--- src/rtl/mem_pkg.sv ---
// mem_pkg: access-size encodings and LSU state type shared by the load/store unit
package mem_pkg;
  localparam logic [1:0] MEM_SEL_NONE = 2'b00;
  localparam logic [1:0] MEM_SEL_BYTE = 2'b01;
  localparam logic [1:0] MEM_SEL_HALF = 2'b10;
  localparam logic [1:0] MEM_SEL_WORD = 2'b11;
  typedef enum logic [1:0] {IDLE, REQ, DONE} lsu_state_t;
endpackage

--- src/rtl/lsu_lane_align.sv ---
// lsu_lane_align: little-endian byte-lane steering for stores and extraction/extension for loads
module lsu_lane_align
  import mem_pkg::*;
(
  input  logic [1:0]  sel_i,
  input  logic [1:0]  a_i,
  input  logic        uns_i,
  input  logic [31:0] wdata_i,
  input  logic [31:0] rdata_i,
  output logic [3:0]  be_o,
  output logic [31:0] wdata_rep_o,
  output logic [31:0] rdata_ext_o,
  output logic        misaligned_o
);
  logic [31:0] sh;
  always_comb begin
    sh = rdata_i >> {a_i, 3'b000};
    be_o = sel_i == MEM_SEL_BYTE ? 4'b0001 << a_i :
           sel_i == MEM_SEL_HALF ? 4'b0011 << a_i :
           sel_i == MEM_SEL_WORD ? 4'b1111 : 4'b0000;
    wdata_rep_o = sel_i == MEM_SEL_BYTE ? {4{wdata_i[7:0]}} :
                  sel_i == MEM_SEL_HALF ? {2{wdata_i[15:0]}} : wdata_i;
    rdata_ext_o = sel_i == MEM_SEL_BYTE ? {{24{~uns_i & sh[7]}}, sh[7:0]} :
                  sel_i == MEM_SEL_HALF ? {{16{~uns_i & sh[15]}}, sh[15:0]} : sh;
    misaligned_o = (sel_i == MEM_SEL_HALF && a_i[0]) || (sel_i == MEM_SEL_WORD && a_i != 2'b00);
  end
endmodule

--- src/rtl/lsu_bus_master.sv ---
// lsu_bus_master: single-outstanding load/store initiator with byte enables, timeout abort and WB return
module lsu_bus_master
  import mem_pkg::*;
#(
  parameter int unsigned TIMEOUT = 255
) (
  input  logic        clk,
  input  logic        rst,
  input  logic        ex_valid,
  input  logic        ex_mem_read,
  input  logic        ex_mem_write,
  input  logic [1:0]  ex_mem_sel,
  input  logic        ex_unsigned,
  input  logic [31:0] ex_addr,
  input  logic [31:0] ex_wdata,
  output logic        stall,
  output logic        wb_valid,
  output logic [31:0] wb_rdata,
  output logic        addr_err,
  output logic        bus_err,
  output logic        bus_req,
  output logic        bus_we,
  output logic [31:0] bus_addr,
  output logic [3:0]  bus_be,
  output logic [31:0] bus_wdata,
  input  logic        bus_ack,
  input  logic [31:0] bus_rdata
);
  localparam int CW = $clog2(TIMEOUT + 1);
  lsu_state_t    state_q, state_d;
  logic [CW-1:0] cnt_q, cnt_d;
  logic          err_q, err_d, we_q, uns_q;
  logic [1:0]    sel_q, a_q;
  logic [31:0]   addr_q, wdata_q, rdata_q, rdata_d;
  logic [3:0]    be_q;
  logic          idle, sized, accept, timeout;
  logic [1:0]    sel_m, a_m;
  logic          uns_m, mis_c;
  logic [3:0]    be_c;
  logic [31:0]   wrep_c, rext_c;
  // One aligner serves both phases: request fields from EX while idle, captured fields while busy
  assign idle  = state_q == IDLE;
  assign sel_m = idle ? ex_mem_sel : sel_q;
  assign a_m   = idle ? ex_addr[1:0] : a_q;
  assign uns_m = idle ? ex_unsigned : uns_q;
  lsu_lane_align u_align (
    .sel_i        (sel_m),
    .a_i          (a_m),
    .uns_i        (uns_m),
    .wdata_i      (ex_wdata),
    .rdata_i      (bus_rdata),
    .be_o         (be_c),
    .wdata_rep_o  (wrep_c),
    .rdata_ext_o  (rext_c),
    .misaligned_o (mis_c)
  );
  assign sized     = idle && ex_valid && ex_mem_sel != MEM_SEL_NONE;
  assign accept    = sized && (ex_mem_read ^ ex_mem_write) && !mis_c;
  assign addr_err  = sized && ((ex_mem_read && ex_mem_write) || ((ex_mem_read || ex_mem_write) && mis_c));
  assign timeout   = cnt_q == CW'(TIMEOUT - 1);
  assign stall     = accept || state_q == REQ;
  assign bus_req   = state_q == REQ;
  assign bus_we    = we_q;
  assign bus_addr  = addr_q;
  assign bus_be    = be_q;
  assign bus_wdata = wdata_q;
  assign wb_valid  = state_q == DONE && !we_q && !err_q;
  assign bus_err   = state_q == DONE && err_q;
  assign wb_rdata  = rdata_q;
  always_comb begin
    state_d = state_q;
    cnt_d   = '0;
    err_d   = err_q;
    rdata_d = rdata_q;
    case (state_q)
      IDLE: if (accept) begin
        state_d = REQ;
        err_d   = 1'b0;
      end
      REQ: if (bus_ack) begin
        state_d = DONE;
        rdata_d = we_q ? rdata_q : rext_c;
      end else if (timeout) begin
        state_d = DONE;
        err_d   = 1'b1;
      end else begin
        cnt_d = cnt_q + 1'b1;
      end
      default: state_d = IDLE;
    endcase
  end
  always_ff @(posedge clk) begin
    if (rst) begin
      state_q <= IDLE;
      cnt_q   <= '0;
      err_q   <= 1'b0;
      we_q    <= 1'b0;
      uns_q   <= 1'b0;
      sel_q   <= MEM_SEL_NONE;
      a_q     <= 2'b00;
      addr_q  <= '0;
      be_q    <= '0;
      wdata_q <= '0;
      rdata_q <= '0;
    end else begin
      state_q <= state_d;
      cnt_q   <= cnt_d;
      err_q   <= err_d;
      rdata_q <= rdata_d;
      if (accept) begin
        we_q    <= ex_mem_write;
        uns_q   <= ex_unsigned;
        sel_q   <= ex_mem_sel;
        a_q     <= ex_addr[1:0];
        addr_q  <= {ex_addr[31:2], 2'b00};
        be_q    <= be_c;
        wdata_q <= wrep_c;
      end
    end
  end
endmodule
--- config.mk ---
export PLATFORM = sky130hd
export DESIGN_NAME = lsu_bus_master
export DESIGN_NICKNAME = d
export VERILOG_FILES = /design/src/rtl/mem_pkg.sv /design/src/rtl/lsu_lane_align.sv /design/src/rtl/lsu_bus_master.sv
export SDC_FILE = /design/constraint.sdc
export NUM_CORES = 1
export LEC_CHECK = 0
export ABC_AREA = 1
export BUFFER_PORTS_ARGS = -buffer_cell sky130_fd_sc_hd__buf_2
export CAP_MARGIN = 20
export CORE_ASPECT_RATIO = 1.75
export CORE_MARGIN = 5
export CORE_UTILIZATION = 45
export CTS_CLUSTER_DIAMETER = 40
export CTS_CLUSTER_SIZE = 24
export DETAILED_ROUTE_END_ITERATION = 8
export PLACE_DENSITY = 0.76
export SYNTH_ARGS = -nofsm -noshare
export SYNTH_HDL_FRONTEND = slang
export SYNTH_SLANG_ARGS = --single-unit
--- constraint.sdc ---
create_clock -name clk -period 1.6 [get_ports clk]
set_input_delay 0.16 -clock clk [delete_from_list [all_inputs] [get_ports clk]]
set_output_delay 0.16 -clock clk [all_outputs]
set_load 0.005 [all_outputs]
Word level (Yosys, flattened, before mapping)

Index checks and enable logic that the tools add are counted.

Register bits after elaboration: 115
Input bits: 105
Output and inout port bits: 106
Logic and storage cells: 76

$add $sub $neg: 1
Equal/unequal tests: 10
Shifts and indexed selects: 3
Multiplexer cells: 18
Bitwise operators: 6
Reduce and logical (&&, ||, !) cells: 27

Operators with widths:

| cell                | number |
|---|---|
| $mux 32             | 4 |
| $shr 32x5->32       | 1 |
| $logic_and 1x1->1   | 12 |
| $mux 4              | 3 |
| $mux 2              | 5 |
| $add 8x1->8 const B | 1 |
| $eq 8x8->1 const B  | 1 |
| $eq 2x2->1 const B  | 3 |
| $reduce_bool 2->1   | 3 |
| $eq 2x1->1 const B  | 2 |
| $logic_or 1x1->1    | 4 |
| $mux 1              | 4 |
| $ne 2x1->1 const B  | 2 |
| $pmux 2 s2          | 1 |
| $reduce_and 4->1    | 1 |
| $reduce_or 4->1     | 1 |
| $shl 1x2->4 const A | 1 |
| $shl 2x2->4 const A | 1 |
| $logic_not 1->1     | 3 |
| $ne 3x1->1 const B  | 1 |
| $not 1->1           | 3 |
| $reduce_and 3->1    | 1 |
| $and 1x1->1         | 2 |
| $logic_not 2->1     | 1 |
| other kinds (4)     | 4 |

Logic depth before layout (Yosys ltp)

Gate-level depths: netlist of run 1.

Depth after elaboration: 9
Depth in mapped cells: 12
Mapped depth without buffers: 11

Modules after synthesis

A second synthesis of run 1 with hierarchy kept.

Cell total of the unflattened synthesis: 840
Area total of the unflattened synthesis: 5698.0 um^2

By module, submodules not included:

| module         | times used | cells each | area each (um^2) | seq. area each (um^2) |
|---|---|---|---|---|
| lsu_bus_master | 1          | 544        | 4310.4           | 2302.2 |
| lsu_lane_align | 1          | 296        | 1387.6           | 0.0 |

Least setup slack after synthesis of run 1

No wires, ideal clock.

Path kind: register to register
From: register state_q[1]
To: register be_q[2], in the netlist bus_be[2]
Library setup time: 64 ps
Arrival time: 1654 ps
Data required time: 1536 ps
Slack: -118 ps
Stages on the path, launching flop included: 11
Buffers on the path: 2
Period minus slack after synthesis: 1718 ps
Cell sequence: dfxtp_1 > nor2_2 > buf_6 > nand2_1 > o21ai_4 > inv_2 > clkbuf_1 > ha_1 > o21ai_0 > nor2_1 > nor2_1

Word-level cells in the longest chain between the ends: 7
Elaborated cells between the ends (all ways): 20
Those cells by class: 3 x eq/ne; 2 x shift; 5 x mux; 10 x reduce/logical

RTL lines:

| item                                           | line                  | source |
|---|---|---|
| start, declared                                | lsu_bus_master.sv:30  | `lsu_state_t state_q, state_d;` |
| start signal, assigned                         | lsu_bus_master.sv:106 | `state_q <= state_d;` |
| $logic_not 2->1 *                              | lsu_bus_master.sv:42  | `assign idle = state_q == IDLE;` |
| branches (longest 6 deep; another with $mux 4) | --                    |  |
| end signal, assigned                           | lsu_bus_master.sv:102 | `be_q <= '0;` |
| end signal, assigned                           | lsu_bus_master.sv:116 | `be_q <= be_c;` |
| end, declared                                  | lsu_bus_master.sv:35  | `logic [3:0] be_q;` |

Every way passes the cells marked *.
A chain may end at the register's enable or synchronous reset.

Worst setup path after layout of run 1

From: register state_q[1]
To: output port addr_err

Word-level cells in the longest chain between the ends: 8
Elaborated cells between the ends (all ways): 14
Those cells by class: 2 x eq/ne; 2 x mux; 10 x reduce/logical

RTL lines:

| item                                                   | line                                       | source |
|---|---|---|
| $logic_not 2->1 *                                      | lsu_bus_master.sv:42                       |  |
| $mux 2, on equally long branches                       | lsu_bus_master.sv:43, lsu_bus_master.sv:44 |  |
| $eq 2x2->1 / $reduce_bool 2->1 (equally long branches) | lsu_lane_align.sv:25                       | `misaligned_o = (sel_i == MEM_SEL_HALF && a_i[0]) \|\| (sel_i == MEM_SEL_WORD && a_i != 2'b00);` |
| $logic_and 1x1->1                                      | lsu_lane_align.sv:25                       |  |
| $logic_or 1x1->1                                       | lsu_lane_align.sv:25                       |  |
| $logic_and 1x1->1                                      | lsu_bus_master.sv:59                       | `assign addr_err = sized && ((ex_mem_read && ex_mem_write) \|\| ((ex_mem_read \|\| ex_mem_write) && mis_c));` |
| $logic_or 1x1->1                                       | lsu_bus_master.sv:59                       |  |
| $logic_and 1x1->1 *                                    | lsu_bus_master.sv:59                       |  |
| end, declared                                          | lsu_bus_master.sv:19                       | `output logic addr_err,` |

Every way passes the cells marked *; elsewhere a longest branch is shown, timed or not.

==> summary.txt, run 1 <==
Job
  • Max-Cap Viols: 0

Layout
  • # diodes: 0
  • FF+latch area: 2310 um2
  • Area of the multi-input gates: 3610 um2
  • # fillers: 941
  • Share of cells above drive strength 1: 46.2%
  • Area grow syn2layout: 65.1%
  • Final Instance Area: 9430 um2
  • Nets: 1242

Yosys
  • Synth area leaders: dfxtp_1, nand2_1, nor2_1
  • Async S/R FF share, synth: 0%
  • Number of synthesized flops with an enable pin: 0
  • Post-synth top cells: nand2_1, dfxtp_1, nor2_1
  • Seq cells post-synth: 115
  • Yosys warns: 0
  • Cell taking the most area after synthesis: dfxtp_1
  • Syn Inst Count: 850
  • Most used DFF post-synth: dfxtp_1
  • Most common cell in the netlist: nand2_1
  • Syn_area_per_cell: 6.72 um2
  • Sequential area share after synthesis: 40.3%
  • Share of the synthesized area in the top cell type: 40.3%
  • Synthesized cell area: 5710 um2
  • Cell variety after synth: 33

Timing
  • Setup Skew: 0.00780 ns
  • Period minus WS final: 1.98 ns
  • Worst setup margin: -0.380 ns
  • RSZ-0062 raised after global routing: true
  • Final period util: 124%
  • Slew headroom: 58.8%
  • Peak Freq: 505 MHz
  • Worst-Margin Slew: 0.619 ns
  • Final setup fails: 107
  • Max Slew Vio Count: 0
  • Setup TNS Final: -25.31 ns
  • Final hold violation count: 0

Die
  • IO Count: 211
  • Die ar.: 15100 um2
  • Core Area: 12400 um2
  • Row count: 54
  • Initial Util: 45.9%
  • DIE HEIGHT: 159 um
  • Chip width: 95.1 um

Outcome
  • Failing checks: negative setup slack
  • Status: finished with violations

Critical path
  • Worst Setup EP: addr_err
  • Worst-path cell with the longest stage delay: dfxtp_4
  • Worst setup EP type: output pin
  • CP delay by family, top: compound AO/OA/AOI/OAI gates
  • WP depth: 9
  • CP startpoint kind: flop
  • Endpoint of the lowest-slack register-to-register path: bus_wdata[29]$_SDFFE_PP0P_
  • Bufs and invs on worst path: 3
  • Critical Path RT: 1.44 ns
  • Worst reg2reg startpoint: state_q[1]$_SDFFE_PP0P_
  • CP cell instances: buf_6 -> o21ai_4 -> buf_6 -> nand2_8 -> nor2_4 -> nand2_4 -> a21oi_2 -> o21ba_2 -> buf_6
  • Kind of critical path: flop to output pin
  • Worst-path maximum fanout: 4
  • Worst R2R Path Depth: 14
  • Cell mode on critical path: buf_6
  • Critical path origin: state_q[1]$_SDFFE_PP0P_
  • Critical Path AT: 1.82 ns
  • Reg2Reg Setup Slack: -0.37 ns
  • Max incr delay on CP: 0.36 ns

Drt
  • WL/cell: 17.3 um
  • Via count: 7041
  • Remaining DRCs: 0
  • Drt total wl: 22.8 mm
  • DR iter-0 viols: 433
  • 1st-pass router iterations: 5
  • Via density: 5.37
  • Final ANT Viol Nets: 0

CTS
  • Clk slew on worst S/H paths: 0.06 ns
  • CTS tree: built
  • CTS Root Cell: clkbuf_16
  • Clk buf depth: 2
  • Total CTS buffers: 17
  • CTS sink cnt: 115
  • Later-pin clock latency in the skew report: 0.41 ns
  • CTS HTree Levels: 4

Power and ir drop
  • PD cells: 1050 nW/um2
  • Leak pwr: 0.00458 uW
  • Max IR drop VDD: 851 uV

Place
  • HPWL after DPL: 13.7 mm
  • Placer Congestion: 0.890
  • Port-buffer cells: 208
  • Placed cell areas: 7230 um2

GRT
  • Largest net degree at the start of global routing: 56
  • Vias in the first global route: 6805
  • Aggregate global routing overflow: 0
  • Initial antenna violation count: 0
  • Total track usage: 27.4%
  • First-pass GRT wire length: 32.9 mm

Worst hold path
  • HP Class: input pin to flop
[routing by layer]
layer	share of wire (%)	vias up	global-route usage, %	wire (um)
met5	0	-	0	0
met2	55	315	51.3	12500
met4	4.4	0	12.6	1010
met3	6.2	77	6.48	1420
li1	-	3324	-	-
met1	34	3325	27.5	7800
[tightest hold or removal path, delay by kind of cell]
family | cells | cell delay [ns]
buffers and inverters | 1 | 0.10
AOI/OAI and AO/OA | 1 | 0.06
and+or+nand+nor | 1 | 0.07
[worst min path at each step]
stage,from,to,slack (ns),cells after the start
after floorplan,ex_addr[0],a_q[0]$_SDFFE_PP0P_,0.29,2
after global placement,ex_addr[0],a_q[0]$_SDFFE_PP0P_,0.42,3
after detailed placement,ex_mem_sel[0],sel_q[0]$_SDFFE_PP0P_,0.44,3
after CTS,ex_addr[0],a_q[0]$_SDFFE_PP0P_,0.006,3
after global routing,ex_addr[28],bus_addr[28]$_SDFFE_PP0P_,0.01,3
final,ex_addr[16],bus_addr[16]$_SDFFE_PP0P_,0.02,3
[kinds of logic after synthesis]
| logic type | share of synthesized area, % |
|---|---|
| simple gates | 33.2 |
| other cells | 0.0657 |
| flops | 40.3 |
| xor+xnor | 0.614 |
| compound gates | 14.4 |
| fa+ha+maj | 1.31 |
| buf+inv | 10.0 |
[final cells by class]
cell class                 instances  share of cell area, %
clock inverter                    15                   2.04
inverter                          73                   2.93
sequential                       115                   24.5
multi-input combinational        606                   38.3
tap                              168                   2.23
clock buffer                      17                   4.51
timing repair buffer             318                   25.5
[placed cells by master (no fill, tap or decap), types with 3 or more instances in the layout]
cell,synthesis,routed
buf_4,8,51
nand2_8,0,3
clkbuf_16,0,23
a21oi_1,67,24
or2_2,7,7
o21ai_0,45,39
nand3_2,2,3
nand2_2,7,43
dfxtp_1,115,113
inv_1,71,70
buf_16,0,5
o21ai_1,6,5
o21ai_2,1,7
buf_2,14,208
nand2_4,1,33
nor2_4,1,13
a21oi_2,1,43
nor2_1,94,71
nor3_1,4,4
nand4_1,44,44
buf_12,0,10
nand2_1,250,180
nor2_2,3,14
nand3_1,31,26
inv_6,0,7
o211ai_1,23,23
nand3_4,0,5
bufinv_16,0,3
ha_1,6,6
buf_6,4,25
buf_8,0,11
[stage by stage]
| step | total power (uW) | setup WS, ns | utilization, % | instances | hold slack [ns] |
|---|---|---|---|---|---|
| floorplan | 4220 | -0.0182 | - | 851 | 0.295 |
| global placement | 4980 | -0.153 | 58.2 | 1232 | 0.425 |
| detailed placement | 5000 | -0.201 | 58.2 | 1232 | 0.442 |
| CTS | 9550 | -0.361 | 71.5 | 1301 | 0.00570 |
| global route | 10200 | -0.445 | 75.8 | 1312 | 0.0146 |
| finish | 9860 | -0.380 | 75.8 | 1312 | 0.0179 |
[power by group]
part	internal [uW]	switching [uW]	total, uW
Clock	2500	1520	4020
Combinational	1240	1470	2710
Sequential	3030	102	3130
Total	6760	3100	9860
[state kept, by name, indices dropped and copies added, names as in the netlist]
register   count
state_q        2
bus_we         1
bus_wdata     32
bus_be         4
cnt_q          8
uns_q          1
bus_addr      30
wb_rdata      32
sel_q          2
err_q          1
a_q            2
[what timing repair did]
action                                  in CTS  in global routing
setup buffers                               25                  9
endpoints found under the setup margin     108                108
hold buffers                                 0                  1
cloned                                      12                  8
pin swaps                                   28                 38
hold endpoints to repair                     0                  1
gates resized for setup                    155                129
(Power assumes the default switching activity.)
==> inputs of run 2 (changes only) <==
- ABC_AREA: 1 -> unset
- PLACE_DENSITY: 0.76 -> unset
- PLACE_DENSITY_LB_ADDON: unset -> 0.25
==> summary.txt, run 2 <==
Outcome
  • Status: finished with violations
  • Failing checks: negative setup slack

Die
  • DIE HEIGHT: 157 um
  • Core Area: 12100 um2
  • IO Count: 211
  • Row count: 53
  • Die ar.: 14800 um2
  • Chip width: 94.0 um
  • Initial Util: 46.0%

CTS
  • CTS tree: built
  • CTS Root Cell: clkbuf_16
  • CTS sink cnt: 115
  • Clk buf depth: 2
  • Total CTS buffers: 17
  • Later-pin clock latency in the skew report: 0.42 ns
  • Clk slew on worst S/H paths: 0.06 ns
  • CTS HTree Levels: 4

Yosys
  • Most used DFF post-synth: dfxtp_1
  • Yosys warns: 0
  • Syn_area_per_cell: 8.06 um2
  • Sequential area share after synthesis: 41.4%
  • Syn Inst Count: 689
  • Async S/R FF share, synth: 0%
  • Seq cells post-synth: 115
  • Cell taking the most area after synthesis: dfxtp_1
  • Post-synth top cells: dfxtp_1, a21oi_1, o21ai_0
  • Cell variety after synth: 59
  • Share of the synthesized area in the top cell type: 41.4%
  • Synthesized cell area: 5560 um2
  • Synth area leaders: dfxtp_1, a21oi_1, o21ai_0
  • Most common cell in the netlist: dfxtp_1
  • Number of synthesized flops with an enable pin: 0

Critical path
  • Kind of critical path: flop to flop
  • Critical path origin: state_q[1]$_SDFFE_PP0P_
  • Critical Path RT: 1.91 ns
  • Worst reg2reg startpoint: state_q[1]$_SDFFE_PP0P_
  • CP startpoint kind: flop
  • Worst setup EP type: flop
  • Worst-path maximum fanout: 7
  • Critical Path AT: 2.78 ns

Drt
  • Drt total wl: 35.4 mm
  • 1st-pass router iterations: 7
  • Via density: 6.82
  • DR iter-0 viols: 1009
  • Via count: 8169
  • Remaining DRCs: 0
  • WL/cell: 29.6 um
  • Final ANT Viol Nets: 0

Timing
  • Worst setup margin: -0.868 ns
  • Setup TNS Final: -68.94 ns
  • RSZ-0062 raised after global routing: true
  • Max Slew Vio Count: 0
  • Final setup fails: 109
  • Setup Skew: 0.00778 ns
  • Slew headroom: 49.0%
  • Final hold violation count: 0
  • Final period util: 154%
  • Period minus WS final: 2.47 ns
  • Peak Freq: 405 MHz
  • Worst-Margin Slew: 0.764 ns

Layout
  • Core Util, Final: 86.6%
  • Commonest cells after routing, fill and taps aside: buf_2, dfxtp_1, buf_4, nand2_1, a21oi_1
  • FF+latch area: 2310 um2
  • # fillers: 553
  • Area grow syn2layout: 88.1%
  • Most common cell after layout, fill and taps aside: buf_2
  • Final Instance Area: 10500 um2
  • Nets: 1129
  • Area of the multi-input gates: 4200 um2
  • Share of cells above drive strength 1: 59.4%

Place
  • Placed cell areas: 7570 um2
  • HPWL after DPL: 15.9 mm
  • Placer Congestion: 0.887
  • Port-buffer cells: 208

Job
  • Max-Cap Viols: 0

GRT
  • Vias in the first global route: 7736
  • Largest net degree at the start of global routing: 33
  • First-pass GRT wire length: 41.9 mm
  • Initial antenna violation count: 2
  • Aggregate global routing overflow: 0
  • Total track usage: 37.1%

Worst hold path
  • Hold Path Origin: ex_addr[7]
  • HP Class: input pin to flop

Power and ir drop
  • PD cells: 1000 nW/um2
  • PnR Total Power: 10500 uW
  • Leak pwr: 0.00424 uW
  • Max IR drop VDD: 815 uV
[run 2: cell count changes after synthesis, sizes merged, moves of 15 or more]
cell,change
nand3,+28
nand2,-190
nor2,-47
o211ai,-23
a21oi,+21
a311oi,+30
o21ai,+19
inv,-67
a211oi,+20
nand4,-43
and3,+15
[run 2: cell type report]
class                   instances  area share [%]
diodes                          2          0.0479
clock inverters                14            2.01
repair buffers                376            29.2
inverters                       6           0.335
multi-input cells             502            40.2
clock buffers                  18            4.11
well taps                     165            1.98
flip-flops and latches        115            22.1
[run 2: cell families after synthesis]
family	share of synthesized area, %
compound gates	29.8
xor+xnor	1.26
fa+ha+maj	1.53
buf+inv	5.95
flops	41.4
mux	0.608
other cells	0.0675
simple gates	19.3
[run 2: power breakdown]
group	switching [uW]	internal, uW	leakage (uW)
clock network	1550	2760	0.000306
logic	1650	1350	0.00299
registers	130	3010	0.000936
[run 2: through the flow]
stage,setup WS (ns),hold WS (ns),instances
final,-0.868,0.00422,1198
after global routing,-0.963,0.0119,1198
after CTS,-0.598,0.000474,1175
after detailed placement,-0.562,0.430,1081
after global placement,-0.372,0.424,1081
after floorplan,-0.340,0.303,690
[run 2: repair_timing]
action                                  4_1_cts  5_1_grt
endpoints found under the setup margin      111      108
gates cloned                                 12        9
endpoints found under the hold margin        16        0
buffers inserted                             35       15
hold buffers                                 16        0
pin swaps                                    41       56
resized for setup                           134      151
[run 2: final timing paths]
kind,to,depth (start not counted),slack [ns]
worst max register to register,bus_addr[30]$_SDFFE_PP0P_,11,-0.87
worst min-delay path,bus_addr[7]$_SDFFE_PP0P_,3,0.004
worst min register to register,wb_rdata[1]$_SDFFE_PP0P_,2,0.46
worst max-delay path,bus_addr[30]$_SDFFE_PP0P_,11,-0.87
[run 2: metal layers]
layer	track usage [%]	up-vias	wire [um]
met4	30.9	2	3990
met1	35.0	3709	10600
met5	0	-	51
met3	9.80	369	4370
li1	-	3208	-
met2	65.4	881	16400
[run 2: critical path, stage by stage (launching register included)]
cell	delay (ns)
dfxtp_4	0.37
buf_4	0.19
nor3b_4	0.40
buf_4	0.22
nor2_4	0.05
buf_6	0.13
a21oi_4	0.20
buf_12	0.18
buf_6	0.11
buf_12	0.12
o21ai_2	0.07
a21oi_2	0.30
